**src/rtl/dmem_lsu_pkg.sv**
```systemverilog
// dmem_lsu_pkg: shared definitions for the DMEM load/store unit.
//   - RV32I load/store width codes (funct3)
//   - FSM state encoding
//   - alignment / legality helpers used at request accept
package dmem_lsu_pkg;

  localparam logic [2:0] FUNCT3_B  = 3'b000;
  localparam logic [2:0] FUNCT3_H  = 3'b001;
  localparam logic [2:0] FUNCT3_W  = 3'b010;
  localparam logic [2:0] FUNCT3_BU = 3'b100;
  localparam logic [2:0] FUNCT3_HU = 3'b101;

  typedef enum logic [1:0] {
    IDLE = 2'd0,
    RD   = 2'd1,
    WR   = 2'd2,
    RESP = 2'd3
  } lsuStateT;

  // Halfwords must sit on even bytes, words on multiples of four.
  function automatic logic is_misaligned(input logic [2:0] funct3, input logic [1:0] addrLo);
    logic mis;
    mis = 1'b0;
    case (funct3)
      FUNCT3_H, FUNCT3_HU: mis = addrLo[0];
      FUNCT3_W:            mis = (addrLo != 2'b00);
      default:             mis = 1'b0;
    endcase
    return mis;
  endfunction

  // Reserved width codes, and unsigned widths which have no store form.
  function automatic logic isIllegal(input logic we, input logic [2:0] funct3);
    logic bad;
    bad = 1'b0;
    case (funct3)
      3'b011, 3'b110, 3'b111: bad = 1'b1;
      FUNCT3_BU, FUNCT3_HU:   bad = we;
      default:                bad = 1'b0;
    endcase
    return bad;
  endfunction

endpackage

```
**src/rtl/dmem_lsu_if.sv**
```systemverilog
// dmem_lsu_if: groups the core-side request/response handshake and the
// DMEM word port of the load/store unit.
//   slave  modport : the LSU view (accepts requests, drives DMEM)
//   master modport : the environment view (core + DMEM)
interface dmem_lsu_if #(
  parameter int ADDR_W = 32,
  parameter int DATA_W = 32
);
  logic              req_valid;
  logic              req_ready;
  logic              req_we;
  logic [2:0]        req_funct3;
  logic [ADDR_W-1:0] req_addr;
  logic [DATA_W-1:0] req_wdata;
  logic              resp_valid;
  logic [DATA_W-1:0] resp_rdata;
  logic              resp_err;
  logic [ADDR_W-1:0] dmem_addr;
  logic [DATA_W-1:0] dmem_dataW;
  logic              dmem_MemRW;
  logic [DATA_W-1:0] dmem_dataR;

  modport slave (
    input  req_valid, req_we, req_funct3, req_addr, req_wdata, dmem_dataR,
    output req_ready, resp_valid, resp_rdata, resp_err,
           dmem_addr, dmem_dataW, dmem_MemRW
  );

  modport master (
    output req_valid, req_we, req_funct3, req_addr, req_wdata, dmem_dataR,
    input  req_ready, resp_valid, resp_rdata, resp_err,
           dmem_addr, dmem_dataW, dmem_MemRW
  );
endinterface

```
**src/rtl/dmem_lsu_lane.sv**
```systemverilog
// dmem_lsu_lane: combinational byte-lane logic of the load/store unit.
//   rword      in  : word read from DMEM
//   wdata      in  : store data, LSB-justified
//   funct3     in  : RV32I width code
//   byteOff    in  : addr[1:0] of the request
//   loadData   out : selected lane, sign/zero-extended (word passes through)
//   mergedWord out : rword with the addressed lane replaced by wdata (SW: wdata)
module dmem_lsu_lane
  import dmem_lsu_pkg::*;
(
  input  logic [31:0] rword,
  input  logic [31:0] wdata,
  input  logic [2:0]  funct3,
  input  logic [1:0]  byteOff,
  output logic [31:0] loadData,
  output logic [31:0] mergedWord
);

  logic [7:0]  byteSel;
  logic [15:0] halfSel;

  always_comb begin
    // NOTE: every output gets a default first so no path can infer a latch.
    byteSel    = rword[{byteOff, 3'b000} +: 8];
    halfSel    = byteOff[1] ? rword[31:16] : rword[15:0];
    loadData   = rword;
    mergedWord = wdata;

    case (funct3)
      FUNCT3_B:  loadData = {{24{byteSel[7]}}, byteSel};
      FUNCT3_BU: loadData = {24'd0, byteSel};
      FUNCT3_H:  loadData = {{16{halfSel[15]}}, halfSel};
      FUNCT3_HU: loadData = {16'd0, halfSel};
      default:   loadData = rword;
    endcase

    case (funct3)
      FUNCT3_B, FUNCT3_BU: begin
        mergedWord = rword;
        mergedWord[{byteOff, 3'b000} +: 8] = wdata[7:0];
      end
      FUNCT3_H, FUNCT3_HU: begin
        mergedWord = rword;
        mergedWord[{byteOff[1], 4'b0000} +: 16] = wdata[15:0];
      end
      default: mergedWord = wdata;
    endcase
  end

endmodule

```
**src/rtl/dmem_lsu.sv**
```systemverilog
// dmem_lsu: load/store unit turning one core request into DMEM word accesses.
// Sub-word stores are read-modify-write (RD then WR).
//   clk, rst_n : clock, synchronous active-low reset
//   bus        : dmem_lsu_if.slave (request/response handshake + DMEM port)
// Build option: define DMEM_LSU_ERR_EN to enable misalignment / illegal
// funct3 detection and resp_err. Without it, low address bits are ignored
// for alignment and illegal width codes behave as W.
module dmem_lsu
  import dmem_lsu_pkg::*;
#(
  parameter int ADDR_W = 32,
  parameter int DATA_W = 32
) (
  input  logic        clk,
  input  logic        rst_n,
  dmem_lsu_if.slave   bus
);

  lsuStateT          state;
  logic              weQ;
  logic [2:0]        funct3Q;
  logic [ADDR_W-1:0] addrQ;
  logic [DATA_W-1:0] wdataQ;
  logic [DATA_W-1:0] rwordQ;
  logic              errQ;
  logic              readyQ;
  logic              respValidQ;
  logic              memRwQ;
  logic [ADDR_W-1:0] dmemAddrQ;

  logic              acceptErr;
  logic [2:0]        funct3N;
  logic [ADDR_W-1:0] alignedAddr;
  logic [31:0]       loadData;
  logic [31:0]       mergedWord;

  assign alignedAddr = {bus.req_addr[ADDR_W-1:2], 2'b00};

`ifdef DMEM_LSU_ERR_EN
  assign acceptErr = isIllegal(bus.req_we, bus.req_funct3) |
                     is_misaligned(bus.req_funct3, bus.req_addr[1:0]);
  assign funct3N   = bus.req_funct3;
`else
  assign acceptErr = 1'b0;
  assign funct3N   = isIllegal(bus.req_we, bus.req_funct3) ? FUNCT3_W : bus.req_funct3;
`endif

  // NOTE: sequential state uses non-blocking assignments only; reset is
  // sampled synchronously, so it takes effect at the next clk edge.
  always_ff @(posedge clk) begin
    if (!rst_n) begin
      state      <= IDLE;
      weQ        <= 1'b0;
      funct3Q    <= FUNCT3_W;
      addrQ      <= '0;
      wdataQ     <= '0;
      rwordQ     <= '0;
      errQ       <= 1'b0;
      readyQ     <= 1'b1;
      respValidQ <= 1'b0;
      memRwQ     <= 1'b0;
      dmemAddrQ  <= '0;
    end else begin
      // One-cycle flags default low; each transition raises its own.
      readyQ     <= 1'b0;
      respValidQ <= 1'b0;
      memRwQ     <= 1'b0;
      case (state)
        IDLE: begin
          if (bus.req_valid) begin
            weQ     <= bus.req_we;
            funct3Q <= funct3N;
            addrQ   <= bus.req_addr;
            wdataQ  <= bus.req_wdata;
            errQ    <= acceptErr;
            if (acceptErr) begin
              state      <= RESP;
              respValidQ <= 1'b1;
            end else if (bus.req_we && funct3N == FUNCT3_W) begin
              state     <= WR;
              memRwQ    <= 1'b1;
              dmemAddrQ <= alignedAddr;
            end else begin
              state     <= RD;
              dmemAddrQ <= alignedAddr;
            end
          end else begin
            readyQ <= 1'b1;
          end
        end
        RD: begin
          rwordQ <= bus.dmem_dataR;
          if (weQ) begin
            state  <= WR;
            memRwQ <= 1'b1;
          end else begin
            state      <= RESP;
            respValidQ <= 1'b1;
          end
        end
        WR: begin
          state      <= RESP;
          respValidQ <= 1'b1;
        end
        default: begin
          state  <= IDLE;
          readyQ <= 1'b1;
        end
      endcase
    end
  end

  dmem_lsu_lane uLane (
    .rword      (rwordQ),
    .wdata      (wdataQ),
    .funct3     (funct3Q),
    .byteOff    (addrQ[1:0]),
    .loadData   (loadData),
    .mergedWord (mergedWord)
  );

  assign bus.req_ready  = readyQ;
  assign bus.resp_valid = respValidQ;
  assign bus.resp_rdata = (respValidQ && !weQ && !errQ) ? loadData : '0;
  assign bus.dmem_addr  = dmemAddrQ;
  assign bus.dmem_MemRW = memRwQ;
  assign bus.dmem_dataW = (state == WR) ? mergedWord : '0;
`ifdef DMEM_LSU_ERR_EN
  assign bus.resp_err   = respValidQ & errQ;
`else
  assign bus.resp_err   = 1'b0;
`endif

endmodule
```
**src/flat_wrapper.sv**
```systemverilog
// flat-port wrapper written by rule: the top's interface ports become plain ports
module dmem_lsu_flat import dmem_lsu_pkg::*;
#(
  parameter int ADDR_W = 32,
  parameter int DATA_W = 32
)
  (clk, rst_n, bus_req_valid, bus_req_we, bus_req_funct3, bus_req_addr, bus_req_wdata, bus_dmem_dataR, bus_req_ready, bus_resp_valid, bus_resp_rdata, bus_resp_err, bus_dmem_addr, bus_dmem_dataW, bus_dmem_MemRW);
  dmem_lsu_if #(.ADDR_W(ADDR_W), .DATA_W(DATA_W)) bus_i ();
  input  logic clk;
  input  logic rst_n;
  input wire logic [$bits(bus_i.req_valid)-1:0] bus_req_valid;
  input wire logic [$bits(bus_i.req_we)-1:0] bus_req_we;
  input wire logic [$bits(bus_i.req_funct3)-1:0] bus_req_funct3;
  input wire logic [$bits(bus_i.req_addr)-1:0] bus_req_addr;
  input wire logic [$bits(bus_i.req_wdata)-1:0] bus_req_wdata;
  input wire logic [$bits(bus_i.dmem_dataR)-1:0] bus_dmem_dataR;
  output wire logic [$bits(bus_i.req_ready)-1:0] bus_req_ready;
  output wire logic [$bits(bus_i.resp_valid)-1:0] bus_resp_valid;
  output wire logic [$bits(bus_i.resp_rdata)-1:0] bus_resp_rdata;
  output wire logic [$bits(bus_i.resp_err)-1:0] bus_resp_err;
  output wire logic [$bits(bus_i.dmem_addr)-1:0] bus_dmem_addr;
  output wire logic [$bits(bus_i.dmem_dataW)-1:0] bus_dmem_dataW;
  output wire logic [$bits(bus_i.dmem_MemRW)-1:0] bus_dmem_MemRW;
  assign bus_i.req_valid = bus_req_valid;
  assign bus_i.req_we = bus_req_we;
  assign bus_i.req_funct3 = bus_req_funct3;
  assign bus_i.req_addr = bus_req_addr;
  assign bus_i.req_wdata = bus_req_wdata;
  assign bus_i.dmem_dataR = bus_dmem_dataR;
  assign bus_req_ready = bus_i.req_ready;
  assign bus_resp_valid = bus_i.resp_valid;
  assign bus_resp_rdata = bus_i.resp_rdata;
  assign bus_resp_err = bus_i.resp_err;
  assign bus_dmem_addr = bus_i.dmem_addr;
  assign bus_dmem_dataW = bus_i.dmem_dataW;
  assign bus_dmem_MemRW = bus_i.dmem_MemRW;
  dmem_lsu #(.ADDR_W(ADDR_W), .DATA_W(DATA_W)) u_core (.clk(clk), .rst_n(rst_n), .bus(bus_i));
endmodule
```
**config.mk**
```make
export PLATFORM = sky130hd
export DESIGN_NAME = dmem_lsu_flat
export DESIGN_NICKNAME = d
export VERILOG_FILES = /design/src/rtl/dmem_lsu_pkg.sv /design/src/rtl/dmem_lsu_if.sv /design/src/rtl/dmem_lsu_lane.sv /design/src/rtl/dmem_lsu.sv /design/src/flat_wrapper.sv
export SDC_FILE = /design/constraint.sdc
export NUM_CORES = 1
export LEC_CHECK = 0
export CORE_UTILIZATION = 46
export DETAILED_ROUTE_END_ITERATION = 10
export PLACE_DENSITY = 0.82
export SYNTH_ARGS = -nofsm -noshare
export SYNTH_HDL_FRONTEND = slang
export SYNTH_SLANG_ARGS = --single-unit
export TNS_END_PERCENT = 20
```
**constraint.sdc**
```tcl
create_clock -name clk -period 3 [get_ports clk]
set_input_delay 0.6 -clock clk [delete_from_list [all_inputs] [get_ports clk]]
set_output_delay 0.6 -clock clk [all_outputs]
set_load 0.02 [all_outputs]
```
# Word level (Yosys, flattened, before mapping)
# Cells that the tools add are included.
# op_classes
n_reduce_logical	11
div	0
add_sub_neg	2
magnitude_cmp	0
shifts	5
n_eq_ne	12
bitwise_logic	0
mul	0
mux	21
# ops
op	n
$pmux W32 S4	1
$bwmux W32	2
$mux W32	2
$pmux W32 S2	1
$shift A16 B7 Y32 const A	1
$shift A8 B7 Y32 const A	1
$shiftx A16 B7 Y32	1
$shiftx A32 B6 Y8	1
$shiftx A8 B7 Y32	1
$eq A3 B3 Y1 const B	6
$mux W16	1
$neg A5 Y7	2
$pmux W1 S2	4
$reduce_or A2 Y1	4
$eq A3 B2 Y1 const B	2
$mux W1	6
$pmux W2 S3	1
$mux W2	2
$eq A3 B1 Y1 const B	1
$logic_not A3 Y1	1
$mux W3	1
$reduce_or A3 Y1	1
$eq A2 B1 Y1 const B	1
$eq A2 B2 Y1 const B	1
other kinds (5)	6
# word_totals
input_bits	103
mem_count	0
romBits	0
latch_bits	0
elab_cells	61
ramBits	0
register_bits	105
output_inout_bits	100

# Logic depth before layout (Yosys ltp)
# depth
ltp_word	9
mapped_depth	8
mapped_depth_nobuf	6

# Cells and area by module
# Synthesis repeated with hierarchy kept, for this count alone.
# unflattened
hier_cells	740
hier_area_um2	6154.7
# by_module_without_submodules
module	seq_area_each_um2	instances	cells_each	area_per_inst_um2
dmem_lsu	2102.0	1	503	4443.0
dmem_lsu_lane	0.0	1	237	1711.6

# Worst setup path after synthesis
# Ideal clock, no wire load.
# synth_timing
path_type	register to output
start	reg u_core.addrQ[0]
end	out bus_dmem_dataW[24]
path_stages_with_launch	8
t_arrival_ns	2.079
required_ns	2.400
n_path_buf	1
slack_ns	0.321
path_cell_list	dfxtp_1 buf_4 inv_1 ha_1 or4bb_1 nor3_2 a222oi_1 inv_1
# synth_between
elab_chain_len	5
word_cells_on_any_way	6
cone_classes	1 x add/sub; 2 x shift; 3 x mux
# synth_rtl
element	line_no	text
from (decl)	dmem_lsu.sv:22	logic [ADDR_W-1:0] addrQ;
from (signal assigned)	dmem_lsu.sv:73	addrQ <= bus.req_addr;
$neg A5 Y7 *	dmem_lsu_lane.sv:40	mergedWord[{byteOff, 3'b000} +: 8] = wdata[7:0];
$shiftx A8 B7 Y32 or $shift A8 B7 Y32 (tied branches)	dmem_lsu_lane.sv:40	
$bwmux W32 *	dmem_lsu_lane.sv:40	
$pmux W32 S2 *	dmem_lsu_lane.sv:37	case (funct3)
$mux W32 *	dmem_lsu.sv:127	assign bus.dmem_dataW = (state == WR) ? mergedWord : '0;
to (decl)	flat_wrapper.sv:22	output wire logic [$bits(bus_i.dmem_dataW)-1:0] bus_dmem_dataW;
# Every way passes the cells marked *; elsewhere a longest branch is shown, timed or not.

# Worst setup path after layout
# layout_timing
start	reg u_core.addrQ[0]
end	out bus_dmem_dataW[19]
# The elaborated chain is that of the path after synthesis.

==> key figures <==
Setup path
  • Critical Path End Type: output pin
  • Worst r2r dst: u_core.wdataQ[15]$_SDFFE_PN0P_
  • Worst r2r path cells: 6
  • Setup slack, reg-to-reg: 1.11 ns
  • Worst endpoint required time: 2.40 ns
  • Worst Setup Start Kind: flip-flop
  • FF-to-FF Start: u_core.state[0]$_SDFFE_PN0P_
  • Worst setup path class: reg -> out
  • Crit path arrival time: 2.33 ns
  • Worst-path fanout max: 8

Timing
  • Final setup margin: 0.07169 ns
  • Final Skew: 0.008961 ns
  • Tmin final: 2.928 ns
  • Slew HR: 0.5176
  • Crit share post-route: 0.9761
  • Achievable frequency: 0.3415 GHz
  • Endpoints failing hold: 0
  • RSZ-0062 raised after global routing: yes
  • Setup TNS Final: 0 ns
  • Setup-failing EPs final: 0
  • Max Slew Vio Count: 0
  • Worst Tran Pin Value: 0.7236 ns

Global route
  • Initial antenna violation count: 0
  • Met2 Use GR: 0.5260
  • GRT busiest layer: met2
  • Grt ovf: 0
  • M1 GR Usage: 0.3727
  • Largest net degree at the start of global routing: 38
  • Vias in the first global route: 5730
  • GR Util All Layers: 0.3073
  • First-pass GRT wire length: 30.33 mm
  • Met3 usage: 0.08731

Clock network
  • CTS sink count: 105
  • CTS H-tree lvls: 3
  • Clock-pin slew on the worst setup and hold paths: 0.07 ns
  • CTS max path bufs: 2
  • CTS tree: done
  • Hold buffer count at cts: 0
  • Root buf cell: clkbuf_16
  • Clk_lat worst skew: 0.36 ns
  • CTS Buf Count: 9

Power and ir drop
  • P_leak: 3.480 nW
  • Power Total: 5.447 mW
  • VDD IR max: 630.4 uV
  • Pwr dens: 661.7 mW/mm2

Detailed routing
  • Drt wl/cell: 18.71 um
  • Final wirelength: 19.52 mm
  • Iteration-0 DRC Markers: 435
  • Post-DR vias/cell: 5.591
  • Drt pass-1 iters: 5
  • Antenna-violating nets left: 0
  • Vias: 5831
  • # DRC: 0

Yosys
  • Leading area contributor after synthesis: dfxtp_1
  • Yosys top cell area share: 0.3709
  • Number of synthesized flops with an enable pin: 0
  • Main synth FF type: dfxtp_1
  • Mapped cell area: 0.005668 mm2
  • Top post-synthesis cells by area: dfxtp_1, nand2_1, a21boi_0
  • Synthesis Warnings: 0
  • Adder-Cell Fraction of Synth Area: 0.01987
  • FFs w/ async S/R, synth: 0
  • Synth Area in Compound Gates: 0.2468
  • Netlist cell types: 46
  • Post-synthesis xor/xnor area fraction: 0
  • Largest family of logic cells by synthesized area: compound AO/OA/AOI/OAI gates
  • Synth Register Bits: 105
  • Most frequent cell after synthesis: nand2_1
  • Synth Area per Inst: 8.214 um2
  • Syn Inst Count: 690
  • Synth top cells by count: nand2_1, dfxtp_1, a21boi_0
  • Post-synthesis simple-gate area fraction: 0.1965
  • Mux share of post-synthesis cell area: 0.1062
  • Sequential share of the synthesized area: 0.3709

Place
  • DP Worst Slack: -0.09231 ns
  • Port-buffer cells: 199
  • Dpl cells: 1020
  • GP Congestion: 0.9011
  • Dpl hpwl: 14.46 mm

Floorplanning
  • Die area: 0.01277 mm2
  • Starting Density: 0.4719
  • Core box area: 0.01201 mm2
  • Ports: 203
  • Die Height: 113 um
  • # rows: 40
  • Die span in x: 113 um

Layout
  • Post-layout nets: 1003
  • Diodes inserted: 0
  • Final core utilization: 0.6854
  • Share of layout cells above drive strength 1: 0.1261
  • Area Growth Syn to Fin: 45.25%
  • Fin cells: 1043

Min path
  • Worst hold endpoint: u_core.bus.dmem_addr[14]$_SDFFE_PN0P_
  • HP Start: u_core.bus.dmem_addr[14]$_SDFFE_PN0P_
  • Worst Hold Class: reg -> reg
  • Hold depth: 2

Run
  • Max Cap Viol: 0

Run status
  • Status: complete, no violations
==> worst max-delay path, stage by stage (launching register included) <==
cell	delay, ns
dfxtp_2	0.36
inv_2	0.06
ha_4	0.27
or4bb_4	0.54
nor2_4	0.24
a221oi_1	0.13
nor2_1	0.17
buf_2	0.19
==> power breakdown <==
group / total (mW) / switching, mW / internal, mW
combinational: 2.27 / 1.27 / 0.998
sequential: 1.96 / 0.308 / 1.65
clock: 1.22 / 0.557 / 0.661
==> worst max path at each step <==
stage                                      start            endpoint  slack (ns)  cells past startpoint
detailed placement  u_core.addrQ[1]$_SDFFE_PN0P_  bus_resp_rdata[22]       -0.09                      6
finish              u_core.addrQ[0]$_SDFFE_PN0P_  bus_dmem_dataW[19]        0.07                      7
floorplan           u_core.addrQ[0]$_SDFFE_PN0P_  bus_dmem_dataW[24]        0.32                      7
global placement    u_core.addrQ[1]$_SDFFE_PN0P_  bus_resp_rdata[22]       -0.05                      6
CTS                 u_core.addrQ[1]$_SDFFE_PN0P_  bus_dmem_dataW[19]       -0.01                      7
global route        u_core.addrQ[0]$_SDFFE_PN0P_  bus_dmem_dataW[18]       -0.03                      8
==> metal layers <==
metal	vias to the layer above	wire, um
li1	2786	-
met1	2730	8078
met2	275	9307
met3	40	1606
met4	0	522
met5	-	0
==> per-stage QoR <==
stage          instance area, um2  hold slack (ns)
5_1_grt                      8233           0.4781
6_report                     8233           0.4628
3_5_place_dp                 7886           0.4579
2_1_floorplan                5675           0.4435
4_1_cts                      8225           0.4663
3_3_place_gp                 7886           0.4492
==> sequential cells by signal, indices dropped and copies added, names as in the netlist <==
register,count
u_core.rwordQ,32
u_core.wdataQ,32
u_core.bus.dmem_addr,30
u_core.funct3Q,3
u_core.addrQ,2
u_core.state,2
u_core.bus.dmem_MemRW,1
u_core.bus.req_ready,1
u_core.bus.resp_valid,1
u_core.weQ,1
==> logic make-up after synthesis <==
group,count (synthesis)
and+or+nand+nor,246
muxes,58
AOI/OAI and AO/OA,194
other,1
adders and majority gates,9
DFF,105
buffers and inverters,77
==> final cells by class <==
cell class | count | area [um2]
Clock buffer | 10 | 229.0
Clock inverter | 6 | 72.57
Fill cell | 984 | 3779
Inverter | 23 | 88.84
Multi-Input combinational cell | 510 | 3294
Sequential cell | 105 | 2108
Tap cell | 147 | 183.9
Timing Repair Buffer | 242 | 2256
==> cell usage in the layout (no fill, tap or decap), types with 2 or more instances in the layout <==
cell             instances
a21boi_0                67
a21o_1                  16
a21oi_1                 18
a21oi_4                  2
a221oi_1                16
a222oi_1                 8
a22o_1                  10
a31oi_1                  5
buf_2                   10
buf_4                   40
buf_8                    2
clkbuf_16                9
clkbuf_2                 2
clkdlybuf4s15_2          4
clkdlybuf4s50_1        137
conb_1                   3
dfxtp_1                102
dfxtp_2                  2
dlygate4sd2_1           38
dlymetal6s2s_1           6
ha_1                     5
ha_2                     3
inv_1                   20
inv_6                    3
mux2_2                   7
mux2i_1                 49
nand2_1                161
nand3_1                  2
nor2_1                  22
nor2b_1                 35
nor3_1                   9
nor3_2                   2
o211ai_1                 2
o21a_1                   4
o21ai_0                 29
o221a_2                  5
o22ai_1                 10
==> timing repair <==
item,CTS,global route
gates resized for setup,92,35
endpoints found under the setup margin,61,35
pin swaps,2,5
setup buffers,5,2
gates cloned,0,0
(Power assumes the default switching activity.)
